**config.mk**
```make
export PLATFORM = sky130hd
export DESIGN_NAME = ard_status_tx
export DESIGN_NICKNAME = d
export VERILOG_FILES = /design/src/rtl/ard_status_tx.sv
export SDC_FILE = /design/constraint.sdc
export NUM_CORES = 1
export LEC_CHECK = 0
export ABC_AREA = 0
export CORE_MARGIN = 2
export CORE_UTILIZATION = 26
export DETAILED_ROUTE_END_ITERATION = 7
export PLACE_DENSITY_LB_ADDON = 0.3
export SYNTH_ARGS = -nofsm -noshare
export SYNTH_HDL_FRONTEND = slang
export SYNTH_SLANG_ARGS = --single-unit
```
**constraint.sdc**
```tcl
create_clock -name clk -period 2 [get_ports clk]
set_input_delay 0.4 -clock clk [delete_from_list [all_inputs] [get_ports clk]]
set_output_delay 0.4 -clock clk [all_outputs]
set_load 0.03 [all_outputs]
```
**src/rtl/ard_status_tx.sv**
```systemverilog
// ard_status_tx
// Outbound serial link from the elevator controller to the Arduino. A status
// snapshot (both cars plus hall lamps) is taken on a sendValid/sendReady
// handshake, packed into a 48-bit frame with a rolling sequence number and an
// XOR checksum byte, and shifted out LSB-first on dataOut at BIT_CYCLES clocks
// per bit, followed by GAP_CYCLES idle clocks.
//
// Ports:
//   clk        system clock, rising edge
//   reset      asynchronous active-low reset
//   sendValid  snapshot request (only honoured in IDLE)
//   sendReady  block can accept a snapshot
//   ele1Floor/ele1Dir/ele1Door  elevator 1 status
//   ele2Floor/ele2Dir/ele2Door  elevator 2 status
//   hallLamp   [6:0] up lamps, [13:7] down lamps, floors 0-6
//   dataOut    serial frame data
//   frameSync  high for the whole bit-0 period of each frame
//   busy       high while shifting or in the inter-frame gap
module ard_status_tx #(
    parameter int BIT_CYCLES = 4,
    parameter int GAP_CYCLES = 8
) (
    input  logic        clk,
    input  logic        reset,
    input  logic        sendValid,
    output logic        sendReady,
    input  logic [2:0]  ele1Floor,
    input  logic [1:0]  ele1Dir,
    input  logic        ele1Door,
    input  logic [2:0]  ele2Floor,
    input  logic [1:0]  ele2Dir,
    input  logic        ele2Door,
    input  logic [13:0] hallLamp,
    output logic        dataOut,
    output logic        frameSync,
    output logic        busy
);

    typedef enum logic [1:0] {IDLE, SHIFT, GAP} state_t;

    localparam logic [15:0] BIT_LAST = 16'(BIT_CYCLES - 1);
    // GAP state is unreachable when GAP_CYCLES is 0; keep the constant sane.
    localparam logic [15:0] GAP_LAST = 16'((GAP_CYCLES > 0) ? GAP_CYCLES - 1 : 0);
    localparam logic [5:0]  LAST_BIT = 6'd47;

    state_t      r_state;
    logic [47:0] r_shreg;
    logic [5:0]  r_bitIdx;
    logic [15:0] r_cnt;
    logic [15:0] r_gapCnt;
    logic [3:0]  r_seq;
    logic        r_dataOut;
    logic        r_frameSync;
    logic        r_busy;
    logic        r_sendReady;

    logic [1:0]  w_dir1;
    logic [1:0]  w_dir2;
    logic [7:0]  w_b0, w_b1, w_b2, w_b3, w_b4, w_chk;
    logic [47:0] w_frame;

    // Direction code 11 is not a legal direction; it is sent as stop.
    assign w_dir1  = (ele1Dir == 2'b11) ? 2'b00 : ele1Dir;
    assign w_dir2  = (ele2Dir == 2'b11) ? 2'b00 : ele2Dir;

    // Low two bits of bytes 0-2 are a record tag matching the inbound link.
    assign w_b0    = {ele1Door, ele1Floor, w_dir1, 2'b00};
    assign w_b1    = {ele2Door, ele2Floor, w_dir2, 2'b01};
    assign w_b2    = {r_seq, 2'b00, 2'b10};
    assign w_b3    = hallLamp[7:0];
    assign w_b4    = {2'b00, hallLamp[13:8]};
    assign w_chk   = w_b0 ^ w_b1 ^ w_b2 ^ w_b3 ^ w_b4;
    assign w_frame = {w_chk, w_b4, w_b3, w_b2, w_b1, w_b0};

    always_ff @(posedge clk or negedge reset) begin
        if (!reset) begin
            r_state     <= IDLE;
            r_shreg     <= '0;
            r_bitIdx    <= '0;
            r_cnt       <= '0;
            r_gapCnt    <= '0;
            r_seq       <= '0;
            r_dataOut   <= 1'b0;
            r_frameSync <= 1'b0;
            r_busy      <= 1'b0;
            r_sendReady <= 1'b1;
        end else begin
            case (r_state)
                IDLE: begin
                    if (sendValid) begin
                        // Bit 0 goes out on the acceptance edge itself.
                        r_shreg     <= w_frame;
                        r_dataOut   <= w_frame[0];
                        r_frameSync <= 1'b1;
                        r_busy      <= 1'b1;
                        r_sendReady <= 1'b0;
                        r_bitIdx    <= '0;
                        r_cnt       <= '0;
                        r_state     <= SHIFT;
                    end
                end
                SHIFT: begin
                    if (r_cnt == BIT_LAST) begin
                        r_cnt       <= '0;
                        r_frameSync <= 1'b0;
                        if (r_bitIdx == LAST_BIT) begin
                            r_seq     <= r_seq + 4'd1;
                            r_dataOut <= 1'b0;
                            if (GAP_CYCLES > 0) begin
                                r_gapCnt <= '0;
                                r_state  <= GAP;
                            end else begin
                                r_busy      <= 1'b0;
                                r_sendReady <= 1'b1;
                                r_state     <= IDLE;
                            end
                        end else begin
                            // Present the next bit in the same edge as the shift.
                            r_shreg   <= {1'b0, r_shreg[47:1]};
                            r_dataOut <= r_shreg[1];
                            r_bitIdx  <= r_bitIdx + 6'd1;
                        end
                    end else begin
                        r_cnt <= r_cnt + 16'd1;
                    end
                end
                GAP: begin
                    if (r_gapCnt == GAP_LAST) begin
                        r_busy      <= 1'b0;
                        r_sendReady <= 1'b1;
                        r_state     <= IDLE;
                    end else begin
                        r_gapCnt <= r_gapCnt + 16'd1;
                    end
                end
                default: r_state <= IDLE;
            endcase
        end
    end

    assign dataOut   = r_dataOut;
    assign frameSync = r_frameSync;
    assign busy      = r_busy;
    // Held low while reset is asserted so it visibly rises on release.
    assign sendReady = r_sendReady & reset;

endmodule
```
# Word-level counts from Yosys, hierarchy flattened
# Cells that the tools add are included.
[word_totals]
n_memories = 0
output_inout_bits = 4
ff_bits = 96
latch_bits = 0
ram_bits = 0
rom_bits = 0
[classes]
multipliers = 0
n_addsub = 4
mux = 33
eq_ne = 13
order_cmp = 0
reduce_logical = 11
bitwise = 5
div = 0
shifts = 0
[ops]
columns = ["cell", "count"]
rows = [
  ["48-bit two-way mux", 3],
  ["48-bit case mux with 2 select lines", 1],
  ["16-bit two-way mux", 5],
  ["16-bit case mux with 2 select lines", 2],
  ["16-bit by 1-bit adder with 16-bit output, second input constant", 2],
  ["8-bit bitwise XOR", 3],
  ["6-bit two-way mux", 3],
  ["16-bit by 2-bit equality test with 1-bit output, second input constant", 1],
  ["16-bit by 3-bit equality test with 1-bit output, second input constant", 1],
  ["2-bit two-way mux", 6],
  ["2-bit inequality test, second input constant", 6],
  ["6-bit case mux with 2 select lines", 1],
  ["4-bit AND reduction", 3],
  ["3-bit AND reduction", 3],
  ["1-bit case mux with 2 select lines", 4],
  ["8-bit by 6-bit bitwise XOR with 8-bit output", 1],
  ["1-bit two-way mux", 7],
  ["6-bit by 1-bit adder with 6-bit output, second input constant", 1],
  ["2-bit equality test, second input constant", 3],
  ["6-bit equality test, second input constant", 1],
  ["2-bit case mux with 3 select lines", 1],
  ["2-bit nonzero test", 3],
  ["4-bit by 1-bit adder with 4-bit output, second input constant", 1],
  ["2-bit by 1-bit equality test with 1-bit output, second input constant", 1],
  ["3 further kinds", 3],
]

# Depth between registers and ports, before layout
# Gate-level depths: netlist of the first run.
[logic_depth]
ltp_word = 8
mapped_depth = 8

# Least setup slack after synthesis of the first run
# OpenSTA, ideal clock, no wires.
[synth_path]
path_type = "reg-to-reg"
from = "register r_cnt[0]"
to = "register r_seq[1]"
setup_slack_ns = 0.166
required_time_ns = 1.875
path_buffers = 2
t_arrival_ns = 1.709
stages_incl_launch_ff = 8
cell_sequence = "dfrtp_1 -> ha_1 -> nor3b_1 -> and4_1 -> buf_4 -> and3_1 -> buf_4 -> mux2_2"
[synth_between]
elab_chain_cells = 2
[synth_lines]
columns = ["item", "line", "text"]
rows = [
  ["from (decl)", "49", "logic [15:0] r_cnt;"],
  ["from (signal assigned)", "124", "r_cnt <= r_cnt + 16'd1;"],
  ["16-bit by 2-bit equality test with 1-bit output", "103", "if (r_cnt == BIT_LAST) begin"],
  ["3-bit AND reduction (no source line)", "n/a", ""],
  ["to (signal assigned)", "107", "r_seq <= r_seq + 4'd1;"],
  ["to (decl)", "51", "logic [3:0] r_seq;"],
]
# Every way passes these cells.
# A chain may end at the register's enable or synchronous reset.

# Final worst setup path of the first run
[layout_path]
from = "register r_cnt[7]"
to = "register r_bitIdx[4]"
[layout_between]
elab_chain_cells = 3
[layout_lines]
columns = ["item", "line", "text"]
rows = [
  ["16-bit by 2-bit equality test with 1-bit output", "103", ""],
  ["2-bit inequality test (no source line)", "n/a", ""],
  ["4-bit AND reduction (no source line)", "n/a", ""],
  ["to (signal assigned)", "121", "r_bitIdx <= r_bitIdx + 6'd1;"],
  ["to (decl)", "48", "logic [5:0] r_bitIdx;"],
]
# Every way passes these cells.

==> results, run 1 <==
- The flow ran to the end, and the final reports show no timing, DRC or antenna violations.
- The number of register bits inferred by synthesis is 95.
- The proportion of total power due to net switching is 24.03%.
- The detailed-routing iteration count for the pre-antenna-repair pass is 4.
- The critical path buffer and inverter count is 0.
- CTS placed an instance of sky130_fd_sc_hd__clkbuf_16 at the clock tree root.
- The first global-routing pass estimated 18770 um of wire.
- The clock share of power is 40.9%.
- The maximum single-stage delay on the critical path is 0.46 ns.
- The total detailed-routing wirelength is 11410 um.
- Of the synthesized area, sequential elements account for 51.27%.
- The maximum clock frequency is 520.4 MHz.
- The worst pin sits at a relative slew slack of 63.41%.
- Each instance of the synthesized netlist takes up on average 9.767 um^2.
- The global-route usage over all layers is 12.71%.
- After routing the design area is 0.005784 mm^2.
- The number of cells in the design after placement is 739.
- The number of flops mapped to enable cells by yosys is 0.
- After synthesis, the largest family of logic cells by area is simple AND/OR/NAND/NOR gates.
- Combinational cells account for 6.5% of the total power.
- The post-synthesis share of cell area spent on and, or, nand and nor gates is 17.96%.
- The initial antenna violation count came to 0.
- The total number of yosys warnings is 0.
- The total half-perimeter wirelength after legalization and detailed placement is 7636 um.
- The cell class contributing the biggest share of worst-path delay is simple AND/OR/NAND/NOR gates.
- The post-route clock period utilization is 96.08%.
- The die is 137.6 um wide.
- The final sum of negative setup slack is 0 ns.
- Walking the worst path, the cells encountered are nor4_1 > nand4_2 > a21o_2 > or3_1 > a21oi_1.
- Global routing used 18.16% of the available met1 tracks.
- After detailed routing, the number of remaining DRC violations is 0.
- The slowest stage of the critical path is the sky130_fd_sc_hd__dfrtp_1 cell.
- The endpoint kind of the worst setup timing path is a flip-flop.
- The number of failing setup endpoints in the final timing report is 0.
- At the end of the flow, the number of nets in the layout was 561.
- The clock transition at the register clock pins on the worst setup and hold paths after CTS is 0.06 ns.
- The via density per instance is 4.919.
- The final critical path time including I/O delays and setup is 1.922 ns.
- The synthesized netlist devotes 17.31% of its cell area to compound gates.
- The cts-stage hold buffer count is 0.
- Per report_power, the sequential group accounts for 52.6% of the total.
- The area share of fa/ha/maj cells after synthesis is 1.079%.
- For this run, the leading register cell type out of synthesis is sky130_fd_sc_hd__dfrtp_1.
- The deepest clock path buffer count is 2.
- The total die area is 0.01893 mm^2.
- In this run, the number of DRC markers left after iteration 0 of detailed routing was 261.
- Dividing total power by cell area gives a power density of 672.0 mW/mm^2.
- The initial utilization of the core area, before any placement, comes to 26.73%.
- STA puts the critical path data arrival time at 2.19 ns.
- The number of maximum-capacitance constraint violations is 0.
- The share of synthesized flip-flops with an asynchronous set or reset is 100.0%.
- The area of the placeable core is 0.01736 mm^2.
- The final hold violation count is 0.
- Summed over all nets, the switching power comes to 0.0009342 W.
- The tightest min-delay check is of the in -> async type.
- At the pin with the least slew margin, the transition time is 0.5488 ns.
- The largest net degree at the start of global routing is 96.
- The worst ir drop on vdd is 0.3849 mV.
- The global-route met2 utilization is 18.55%.
- The clock buffer count from CTS is 9.
- Clock tree synthesis found a total of 95 sinks.
- Setup repair after global routing could not meet its margin everywhere.
- In this run the static leakage power is 2.485 nW.
- The top fanout value on the critical path is 10.
- The count of buffers from port buffering is 32.
- The area growth from synthesis to final layout is 24.68%.
- Summing over every cut layer, the via total after detailed routing is 3724.
- Global routing used 3.679% of the available met3 tracks.
- The count of final max-slew check failures was 0.
- The internal cell power is 0.002953 W.
- The required arrival time at the worst endpoint is 2.27 ns.
- The net count after synthesis is 508.
- In this run the remaining antenna-violating nets after routing total 0.
- After detailed placement, the total cell area comes to 0.005425 mm^2.
- The number of cells traversed by the worst register-to-register path is 5.
- The final standard cell count with taps included and fillers excluded is 757.
- 33 I/O pins were placed.
- The floorplan step set the die height to 137.6 um.
- The TritonCTS clock tree is yes.
- The completed layout was analyzed and its total power is 0.003887 W.
- Clock latency on the worst-skew pair, taken at its later pin, is 0.35 ns.
- In the synthesized netlist, the number of instances is 475.
- The worst setup path is of the reg -> reg kind.
- The post-layout utilization of the core is 33.33%.
- The via count of the first global-routing pass came to 3586.
- The floorplan has 48 rows.
- Summed over all layers, the global routing overflow is 0.
- The share of cell area taken by muxes after synthesis is 0.4585%.
- The H-tree was split into 3 levels.
- Synthesis instantiated 53 different standard cells from the library.
- The most crowded layer after global routing is met2.
- Of the cells placed in the final design, the portion with a size suffix greater than 1 is 14.66%.
- The worst setup skew after layout is 0.006189 ns.
- The antenna diode count is 0.
- Of the total synthesized cell area, the portion taken by XOR and XNOR cells is 8.846%.
- The routability congestion estimate is 0.8420.
- The netlist area before placement is 0.004639 mm^2.
- Counting buffers and inverters, the worst setup path is 5 cells deep.
- STA classifies the critical path startpoint as a flip-flop.
- The final routed wire length divided by cell count is 15.08 um.
==> registers in the layout (all words and copies together), names as in the netlist, 2 cells and up <==
name,flops
r_bitIdx,6
r_cnt,16
r_gapCnt,16
r_seq,4
r_shreg,47
r_state,2
==> final cells by class <==
class                           instances  area (um^2)
Timing Repair Buffer                   68        653.1
Clock buffer                           12        246.5
Multi-Input combinational cell        349         2186
Sequential cell                        95         2379
Fill cell                            1756        11570
Tap cell                              225        281.5
Inverter                                5        18.77
Clock inverter                          3        20.02
==> power by group through the flow <==
stage                     registers [W]  logic [W]  clock network, W
after global routing            0.00205   0.000278           0.00172
after floorplan                 0.00204   0.000107                 0
after detailed placement        0.00206   0.000254                 0
after CTS                       0.00203   0.000256           0.00165
final                           0.00204   0.000254           0.00159
after global placement          0.00206   0.000251                 0
==> repair_timing <==
action	4_1_cts	5_1_grt
pin swaps	0	2
endpoints found under the hold margin	0	0
resized for setup	2	10
gates cloned	0	1
buffers inserted	0	2
setup endpoints to repair	5	69
==> Yosys cell counts, types with 3 or more instances <==
cell type / instances / area (um^2)
sky130_fd_sc_hd__dfrtp_1: 94 / 2352
sky130_fd_sc_hd__nor2_1: 72 / 270.3
sky130_fd_sc_hd__a21oi_1: 39 / 195.2
sky130_fd_sc_hd__o22ai_1: 31 / 193.9
sky130_fd_sc_hd__nand2_1: 27 / 101.4
sky130_fd_sc_hd__xnor2_1: 27 / 236.5
sky130_fd_sc_hd__o21ai_0: 21 / 105.1
sky130_fd_sc_hd__xor2_1: 18 / 157.7
sky130_fd_sc_hd__nand3_1: 17 / 85.08
sky130_fd_sc_hd__a22o_1: 10 / 87.58
sky130_fd_sc_hd__buf_2: 10 / 50.05
sky130_fd_sc_hd__clkbuf_1: 10 / 37.54
sky130_fd_sc_hd__nand4_1: 8 / 50.05
sky130_fd_sc_hd__nor4_1: 7 / 43.79
sky130_fd_sc_hd__and3_1: 6 / 37.54
sky130_fd_sc_hd__nor3_1: 6 / 30.03
sky130_fd_sc_hd__a211oi_1: 5 / 37.54
sky130_fd_sc_hd__a31oi_1: 5 / 31.28
sky130_fd_sc_hd__inv_1: 5 / 18.77
sky130_fd_sc_hd__nor2b_1: 5 / 31.28
sky130_fd_sc_hd__a21o_1: 4 / 30.03
sky130_fd_sc_hd__ha_1: 4 / 50.05
sky130_fd_sc_hd__nand2b_1: 4 / 25.02
sky130_fd_sc_hd__buf_4: 3 / 22.52
sky130_fd_sc_hd__nor4_2: 3 / 37.54
sky130_fd_sc_hd__or3_1: 3 / 18.77
==> final timing paths <==
path,from,end,slack [ns]
max,r_cnt[7],r_bitIdx[4],0.08
min,reset,r_cnt[0],0.08
max reg2reg,r_cnt[7],r_bitIdx[4],0.08
min reg2reg,r_sendReady,r_sendReady,0.48
max in group asynchronous,reset,r_shreg[25],1.47
min in group clk,r_sendReady,r_sendReady,0.48
==> metrics by stage <==
step | setup WS (ns) | hold slack (ns)
2_1_floorplan | 0.1659 | 0.1044
3_3_place_gp | 0.01796 | 0.4477
3_5_place_dp | -0.03867 | 0.4684
4_1_cts | 0.03084 | 0.1523
5_1_grt | -0.08741 | 0.1662
6_report | 0.07837 | 0.08433
==> routing by layer <==
metal | vias up | part of all wire [%]
met4 | 0 | 1.3
met3 | 11 | 5.0
met1 | 1827 | 50
met5 | - | 0
met2 | 83 | 44
li1 | 1803 | -
==> cells by family after synthesis <==
group,after synthesis
DFF,95
xor gates and xnor gates,46
buffers and inverters,31
adders and majority gates,4
AOI/OAI and AO/OA,128
and+or+nand+nor,169
muxes,2
==> layout by cell type, fill, tap and decap left out, types with 5 or more instances in the layout <==
master / instances
sky130_fd_sc_hd__dfrtp_1: 94
sky130_fd_sc_hd__xnor2_1: 27
sky130_fd_sc_hd__nand2_1: 27
sky130_fd_sc_hd__a22o_1: 10
sky130_fd_sc_hd__and3_1: 5
sky130_fd_sc_hd__xor2_1: 18
sky130_fd_sc_hd__nor2_1: 70
sky130_fd_sc_hd__nand3_1: 17
sky130_fd_sc_hd__nor4_1: 5
sky130_fd_sc_hd__o21ai_0: 21
sky130_fd_sc_hd__a211oi_1: 5
sky130_fd_sc_hd__clkbuf_16: 10
sky130_fd_sc_hd__a21oi_1: 38
sky130_fd_sc_hd__o22ai_1: 31
sky130_fd_sc_hd__a31oi_1: 5
sky130_fd_sc_hd__nand4_1: 8
sky130_fd_sc_hd__buf_4: 33
sky130_fd_sc_hd__inv_1: 5
sky130_fd_sc_hd__nor2b_1: 5
sky130_fd_sc_hd__nor3_1: 6
sky130_fd_sc_hd__clkdlybuf4s50_1: 30
==> worst register-to-register path, stage by stage, from the launching register on <==
cell,delay [ns]
sky130_fd_sc_hd__dfrtp_1,0.46
sky130_fd_sc_hd__nor4_1,0.35
sky130_fd_sc_hd__nand4_2,0.22
sky130_fd_sc_hd__a21o_2,0.34
sky130_fd_sc_hd__or3_1,0.32
sky130_fd_sc_hd__a21oi_1,0.16
No activity file was read; power rests on OpenSTA's default activity.
==> run 2, diff against run 1 <==
--- a/config.mk
+++ b/config.mk
@@ -13,3 +13,4 @@
 export SYNTH_ARGS = -nofsm -noshare
 export SYNTH_HDL_FRONTEND = slang
 export SYNTH_SLANG_ARGS = --single-unit
+export TNS_END_PERCENT = 20
==> constraint.sdc (replaced) <==
create_clock -name clk -period 2.1 [get_ports clk]
set_input_delay 0.42 -clock clk [delete_from_list [all_inputs] [get_ports clk]]
set_output_delay 0.42 -clock clk [all_outputs]
set_load 0.03 [all_outputs]
==> run 2 against run 1 <==
Critical path depth did not move. Non-clock buffer count fell by 11. Clock-buffer cell count did not move. Critical endpoint is now r_seq[1]. Via count fell by 1.9%.
==> results, run 2 (synthesized netlist as in run 1, its figures left out) <==
- Run status: finished clean (unchanged).
- Commonest non-fill, non-tap cells in the layout: 94 x sky130_fd_sc_hd__dfrtp_1, 71 x sky130_fd_sc_hd__nor2_1, 38 x sky130_fd_sc_hd__a21oi_1 (was 94 x sky130_fd_sc_hd__dfrtp_1, 70 x sky130_fd_sc_hd__nor2_1, 38 x sky130_fd_sc_hd__a21oi_1).
- The transition at the pin with the smallest max-transition slack is 0.5396 ns (was 0.5488 ns).
- The endpoint kind of the worst setup timing path is a flip-flop (unchanged).
- The starting density of the core was 26.73% (unchanged).
- The maximum single-stage delay on the critical path is 0.39 ns (was 0.46 ns).
- The post-CTS setup repair buffer count is 0 (unchanged).
- The post-CTS resize count is 0 (was 2).
- The TritonCTS clock tree is yes (unchanged).
- The initial antenna violation count was 0 (unchanged).
- The antenna diode count is 0 (unchanged).
- The final sum of negative setup slack came to 0 ns (unchanged).
- The register with the highest flop count is r_shreg (unchanged).
- Cell-by-cell listing of the critical path: ha_2 > nor3b_1 > and4_2 > and3_2 > mux2_2 (was nor4_1 > nand4_2 > a21o_2 > or3_1 > a21oi_1).
- The most common cell after layout, fill and taps aside is sky130_fd_sc_hd__dfrtp_1 (unchanged).
- The number of failing setup endpoints in the final timing report is 0 (unchanged).
- The final critical path time including I/O delays and setup is 1.994 ns (was 1.922 ns).
- The class of the most critical setup path is reg -> reg (unchanged).
- The area growth from synthesis to final layout was 22.76% (was 24.68%).
- The starting DRC count in detailed routing is 315 (was 261).
- The static leakage is 2.438 nW (was 2.485 nW).
- The ratio of cells with drive above 1 in the final layout was 12.09% (was 14.66%).
- The routability congestion estimate is 0.8496 (was 0.8420).
- The nature of the critical path startpoint was a flip-flop (unchanged).
- The die boundary height is 137.6 um (unchanged).
- The remaining global-route overflow is 0 (unchanged).
- The final routed wire length divided by cell count is 14.77 um (was 15.08 um).
- The required arrival time at the worst endpoint came to 2.33 ns (was 2.27 ns).
- The worst setup skew after layout is 0.007226 ns (was 0.006189 ns).
- The worst ir drop on vdd came to 0.4542 mV (was 0.3849 mV).
- The internal cell power came to 0.002931 W (was 0.002953 W).
- The total detailed-routing wirelength is 11020 um (was 11410 um).
- The deepest level of the CTS H-tree came to 3 (unchanged).
- The top fanout value on the critical path is 7 (was 10).
- The setup slack of the most critical reg-to-reg path is 0.11 ns (was 0.08 ns).
- The clock share of power is 42.8% (was 40.9%).
- The via count of the first global-routing pass is 3616 (was 3586).
- Registers with the highest flip-flop counts: r_shreg (47), r_cnt (16), r_gapCnt (16) (unchanged).
- The total I/O pin count is 33 (unchanged).
- The detailed-routing iteration count for the pre-antenna-repair pass was 5 (was 4).
- The CTS sink count is 95 (unchanged).
- The worst slew margin relative to its limit came to 64.02% (was 63.41%).
- The cell row count was 48 (unchanged).
- The clock latency of the later-clocked register in the worst-skew pair is 0.35 ns (about the same).
- The count of final max-slew check failures is 0 (unchanged).
- The count of buffers from port buffering is 32 (unchanged).
- The largest net degree at the start of global routing is 96 (unchanged).
- The total half-perimeter wirelength after legalization and detailed placement came to 7335 um (was 7636 um).
- The global-route usage over all layers came to 12.50% (was 12.71%).
- The reg-to-reg endpoint is r_seq[1] (was r_bitIdx[4]).
- The critical path arrival came to 2.23 ns (was 2.19 ns).
- The worst flop-to-flop path startpoint is r_cnt[0] (was r_cnt[7]).
- The class of the most critical hold timing path was in -> async (unchanged).
- The count of unresolved DRC violations after routing was 0 (unchanged).
- The maximum clock frequency is 501.5 MHz (was 520.4 MHz).
- The number of nets in the layout is 550 (was 561).
- The cell chosen for the clock root is sky130_fd_sc_hd__clkbuf_16 (unchanged).
- The slowest cell on the critical path was sky130_fd_sc_hd__dfrtp_1 (unchanged).
- The number of flip-flops under the largest register name is 47 (unchanged).
- The area of all placed cells without fillers came to 0.005695 mm^2 (was 0.005784 mm^2).
- The deepest clock path buffer count is 2 (unchanged).
- The vias after detailed routing is 3653 (was 3724).
- The number of fillers in the final layout was 1756 (unchanged).
- The relative contribution of combinational cells to total power came to 6.0% (was 6.5%).
- The power share of the sequential group is 51.1% (was 52.6%).
- The die width is 137.6 um (unchanged).
- The number of cells traversed by the worst register-to-register path came to 5 (unchanged).
- The proportion of total power due to net switching is 22.63% (was 24.03%).
- The final standard cell count with taps included and fillers excluded was 746 (was 757).
- The remaining antenna violation count is 0 (unchanged).
- The final hold violation count is 0 (unchanged).
- The via density per instance is 4.897 (was 4.919).
- The number of maximum-capacitance constraint violations is 0 (unchanged).
- The switching power summed over all nets is 0.0008574 W (was 0.0009342 W).
- The post-route clock period utilization is 94.96% (was 96.08%).
- The number of cells in the design after placement is 730 (was 739).
- The total die area is 0.01893 mm^2 (unchanged).
- The area of the placeable core came to 0.01736 mm^2 (unchanged).
- The post-place instance area came to 0.005358 mm^2 (was 0.005425 mm^2).
- The cts-stage hold buffer count is 0 (unchanged).
- The wire length of the first global-routing pass is 18420 um (was 18770 um).
- The total power per unit cell area is 665.2 mW/mm^2 (was 672.0 mW/mm^2).
- The clock transition at the register clock pins on the worst setup and hold paths after CTS is 0.06 ns (about the same).
- The clock buffer count from CTS is 9 (unchanged).
==> run 2: cell type report <==
class | count | area [um^2] | share of cell area, %
Sequential cell | 95 | 2379 | 41.76
Timing Repair Buffer | 57 | 570.5 | 10.02
Multi-Input combinational cell | 349 | 2156 | 37.85
Clock buffer | 12 | 246.5 | 4.328
Inverter | 5 | 18.77 | 0.3295
Clock inverter | 3 | 43.79 | 0.7689
Tap cell | 225 | 281.5 | 4.943
==> run 2: worst max-delay path: cells and delay by family (launching register included) <==
family	cells	cell delay, ns
adders and majority gates	1	0.24
DFF	1	0.39
muxes	1	0.35
and+or+nand+nor	3	0.90
==> run 2: power by group through the flow <==
| stage | clock, W | combinational [W] | sequential (W) |
|---|---|---|---|
| finish | 0.00162 | 0.000229 | 0.00194 |
| global route | 0.00176 | 0.000256 | 0.00194 |
| CTS | 0.00168 | 0.000234 | 0.00193 |
| detailed placement | 0 | 0.000234 | 0.00196 |
| global placement | 0 | 0.000231 | 0.00196 |
| floorplan | 0 | 0.000102 | 0.00195 |
==> run 2: worst max path at each step <==
stage | start | end | slack (ns)
finish | r_cnt[0] | r_seq[1] | 0.11
global route | r_cnt[0] | r_shreg[24] | -0.002
CTS | r_cnt[0] | r_bitIdx[4] | 0.02
detailed placement | sendValid | r_cnt[11] | 0.02
global placement | sendValid | r_shreg[16] | 0.06
floorplan | r_cnt[0] | r_seq[1] | 0.27
==> run 2: routing by layer <==
metal | up-vias | GRT usage, % | share of wire, %
li1 | 1780 | - | -
met1 | 1776 | 18.47 | 51
met2 | 82 | 17.66 | 44
met3 | 15 | 3.495 | 4.5
met4 | 0 | 3.551 | 1.3
met5 | - | 0 | 0
==> run 2: through the flow <==
| step | utilization, % | total power [W] | hold slack (ns) | worst slack [ns] |
|---|---|---|---|---|
| floorplan | - | 0.002048 | 0.1244 | 0.2659 |
| global placement | 30.87 | 0.002195 | 0.4439 | 0.06047 |
| detailed placement | 30.87 | 0.002199 | 0.4648 | 0.02107 |
| CTS | 32.54 | 0.003842 | 0.1795 | 0.02324 |
| global route | 32.81 | 0.003951 | 0.1985 | -0.001898 |
| finish | 32.81 | 0.003789 | 0.1091 | 0.1058 |
==> run 3, diff against run 2 <==
==> constraint.sdc (replaced) <==
create_clock -name clk -period 1.65 [get_ports clk]
set_input_delay 0.33 -clock clk [delete_from_list [all_inputs] [get_ports clk]]
set_output_delay 0.33 -clock clk [all_outputs]
set_load 0.03 [all_outputs]
==> run 3 against run 2 <==
The run now ends with setup timing left. First-iteration DRC count is 39% lower. Clock skew up 0.0022 ns. Routed wire length grew 14%.
==> results, run 3 (synthesized netlist as in run 1, its figures left out) <==
- Run status: finished with violations (was finished clean).
- The final reports fail on setup timing.
- The remaining global-route overflow was 0 (unchanged).
- The die width is 137.6 um (unchanged).
- The starting DRC count in detailed routing is 193 (was 315).
- The deepest clock path buffer count is 2 (unchanged).
- The number of failing setup endpoints in the final timing report came to 82 (was 0).
- The met1 layer usage reported by global route is 18.07% (was 18.47%).
- The clock latency of the later-clocked register in the worst-skew pair was 0.35 ns (about the same).
- The area growth from synthesis to final layout is 41.72% (was 22.76%).
- Registers with the highest flip-flop counts: r_shreg (47), r_cnt (16), r_gapCnt (16) (unchanged).
- The class of the most critical setup path is reg -> reg (unchanged).
- The post-placement worst setup slack is -0.3686 ns (was 0.02107 ns).
- The total I/O pin count is 33 (unchanged).
- The routability congestion estimate was 0.8172 (was 0.8496).
- The global-route track usage on met3 is 3.679% (was 3.495%).
- The via density per instance came to 4.890 (was 4.897).
- The worst flop-to-flop path startpoint is r_cnt[6] (was r_cnt[0]).
- The transition at the pin with the smallest max-transition slack came to 0.5484 ns (was 0.5396 ns).
- The via count of the first global-routing pass is 4140 (was 3616).
- The CTS sink count is 95 (unchanged).
- The largest net degree at the start of global routing is 96 (unchanged).
- The worst slew margin relative to its limit was 63.44% (was 64.02%).
- The source of the critical timing path is r_cnt[6] (was r_cnt[0]).
- The area of all placed cells without fillers is 0.006575 mm^2 (was 0.005695 mm^2).
- The maximum single-stage delay on the critical path is 0.47 ns (was 0.39 ns).
- The post-layout utilization of the core is 37.88% (was 32.81%).
- The static leakage was 2.886 nW (was 2.438 nW).
- The register with the highest flop count is r_shreg (unchanged).
- The total die area is 0.01893 mm^2 (unchanged).
- The post-place instance area was 0.005941 mm^2 (was 0.005358 mm^2).
- The slowest cell on the critical path is sky130_fd_sc_hd__dfrtp_2 (was sky130_fd_sc_hd__dfrtp_1).
- The count of final max-slew check failures is 0 (unchanged).
- The total half-perimeter wirelength after legalization and detailed placement came to 8449 um (was 7335 um).
- The proportion of total power due to net switching is 24.55% (was 22.63%).
- The clock transition at the register clock pins on the worst setup and hold paths after CTS is 0.07 ns (was 0.06 ns).
- The top fanout value on the critical path is 8 (was 7).
- The number of flip-flops under the largest register name came to 47 (unchanged).
- The antenna diode count was 0 (unchanged).
- The most crowded layer after global routing is met2 (was met1).
- The worst ir drop on vdd is 0.6012 mV (was 0.4542 mV).
- The ratio of cells with drive above 1 in the final layout came to 28.57% (was 12.09%).
- The total detailed-routing wirelength came to 12560 um (was 11020 um).
- The count of buffers from port buffering is 32 (unchanged).
- The class of the most critical hold timing path is in -> async (unchanged).
- Setup repair after global routing could not meet its margin everywhere.
- The initial antenna violation count came to 0 (unchanged).
- The final critical path time including I/O delays and setup is 1.825 ns (was 1.994 ns).
- Commonest non-fill, non-tap cells in the layout: 92 x sky130_fd_sc_hd__dfrtp_1, 83 x sky130_fd_sc_hd__buf_4, 56 x sky130_fd_sc_hd__nor2_1 (was 94 x sky130_fd_sc_hd__dfrtp_1, 71 x sky130_fd_sc_hd__nor2_1, 38 x sky130_fd_sc_hd__a21oi_1).
- The clock buffer count from CTS is 9 (unchanged).
- The relative contribution of combinational cells to total power was 7.9% (was 6.0%).
- The global-route met2 utilization is 22.69% (was 17.66%).
- The post-route clock period utilization is 110.6% (was 94.96%).
- The switching power summed over all nets is 0.001287 W (was 0.0008574 W).
- The detailed-routing iteration count for the pre-antenna-repair pass was 4 (was 5).
- The power share of the sequential group is 47.1% (was 51.1%).
- The worst hold slack across all endpoints is 0.02388 ns (was 0.1091 ns).
- The reg-to-reg endpoint is r_shreg[5] (was r_seq[1]).
- The TritonCTS clock tree is yes (unchanged).
- Cell-by-cell listing of the critical path: nor4b_4 > nand4_4 > buf_6 > a21oi_4 > buf_12 > clkbuf_16 > nor2_1 > a21oi_1 (was ha_2 > nor3b_1 > and4_2 > and3_2 > mux2_2).
- The deepest level of the CTS H-tree is 3 (unchanged).
- The wire length of the first global-routing pass is 20550 um (was 18420 um).
- The nature of the critical path startpoint is a flip-flop (unchanged).
- The starting density of the core is 26.73% (unchanged).
- The endpoint kind of the worst setup timing path is a flip-flop (unchanged).
- The number of maximum-capacitance constraint violations is 0 (unchanged).
- The required arrival time at the worst endpoint is 1.93 ns (was 2.33 ns).
- The count of unresolved DRC violations after routing was 0 (unchanged).
- The cell row count was 48 (unchanged).
- The setup slack of the most critical reg-to-reg path was -0.18 ns (was 0.11 ns).
- The die boundary height is 137.6 um (unchanged).
- The cell chosen for the clock root is sky130_fd_sc_hd__clkbuf_16 (unchanged).
- The final sum of negative setup slack was -7.681 ns (was 0 ns).
- The number of cells traversed by the worst register-to-register path was 8 (was 5).
- The remaining antenna violation count is 0 (unchanged).
- The global-route usage over all layers is 13.85% (was 12.50%).
- The final hold violation count is 0 (unchanged).
- The total power per unit cell area is 797.3 mW/mm^2 (was 665.2 mW/mm^2).
- The maximum clock frequency is 547.8 MHz (was 501.5 MHz).
- The vias after detailed routing is 4010 (was 3653).
- The worst setup skew after layout is 0.009441 ns (was 0.007226 ns).
- The internal cell power was 0.003955 W (was 0.002931 W).
- The clock share of power came to 45.1% (was 42.8%).
- The number of nets in the layout came to 623 (was 550).
- The final routed wire length divided by cell count is 15.31 um (was 14.77 um).
- The worst setup path endpoint is r_shreg[5] (was r_seq[1]).
- The most common cell after layout, fill and taps aside is sky130_fd_sc_hd__dfrtp_1 (unchanged).
- The cts-stage hold buffer count is 0 (unchanged).
- The area of the placeable core is 0.01736 mm^2 (unchanged).
- The critical path arrival is 2.10 ns (was 2.23 ns).
- The final setup slack of the worst path is -0.1754 ns (was 0.1058 ns).
[run 3: how the worst min path moves through the flow]
stage / end / slack (ns) / cells past startpoint
global route: r_gapCnt[8] / 0.06 / 2
detailed placement: r_gapCnt[8] / 0.46 / 2
global placement: r_sendReady / 0.45 / 2
floorplan: busy / 0.03 / 0
finish: r_gapCnt[8] / 0.02 / 2
CTS: r_cnt[4] / 0.08 / 2
[run 3: power by group through the flow]
stage | clock network (W) | logic (W) | registers [W]
floorplan | 0 | 0.000132 | 0.00249
global placement | 0 | 0.000398 | 0.00248
detailed placement | 0 | 0.000405 | 0.00248
CTS | 0.00244 | 0.000415 | 0.00246
global route | 0.00252 | 0.000456 | 0.00247
finish | 0.00236 | 0.000413 | 0.00247
[run 3: per-stage QoR]
step	cells	total power [W]
after floorplan	475	0.002621
after global placement	796	0.002880
after detailed placement	796	0.002889
after CTS	815	0.005306
after global routing	820	0.005451
final	820	0.005242
[run 3: timing repair]
action                                  4_1_cts  5_1_grt
pin swaps                                    14        6
buffers inserted                              2        2
resized for setup                            28       24
cloned                                        1        3
endpoints found under the setup margin       91       92
[run 3: final cells by class]
type	instances	area [um^2]
clock inverters	7	116.4
inverters	5	18.77
well taps	225	281.5
fillers	1687	10780
flip-flops and latches	95	2381
clock buffers	9	225.2
repair buffers	130	1185
multi-input cells	349	2367
[run 3: per-layer routing]
metal	share of wire, %	vias to the layer above	wire [um]
li1	-	1935	-
met1	47	2007	5913
met2	48	56	6050
met3	3.4	12	432
met4	1.3	0	159
met5	0	-	0
[run 3: critical path, delay by kind of cell (launching register included)]
family	cells	cell delay, ns
AOI/OAI and AO/OA	2	0.24
buffers and inverters	3	0.47
DFF	1	0.47
and+or+nand+nor	3	0.55
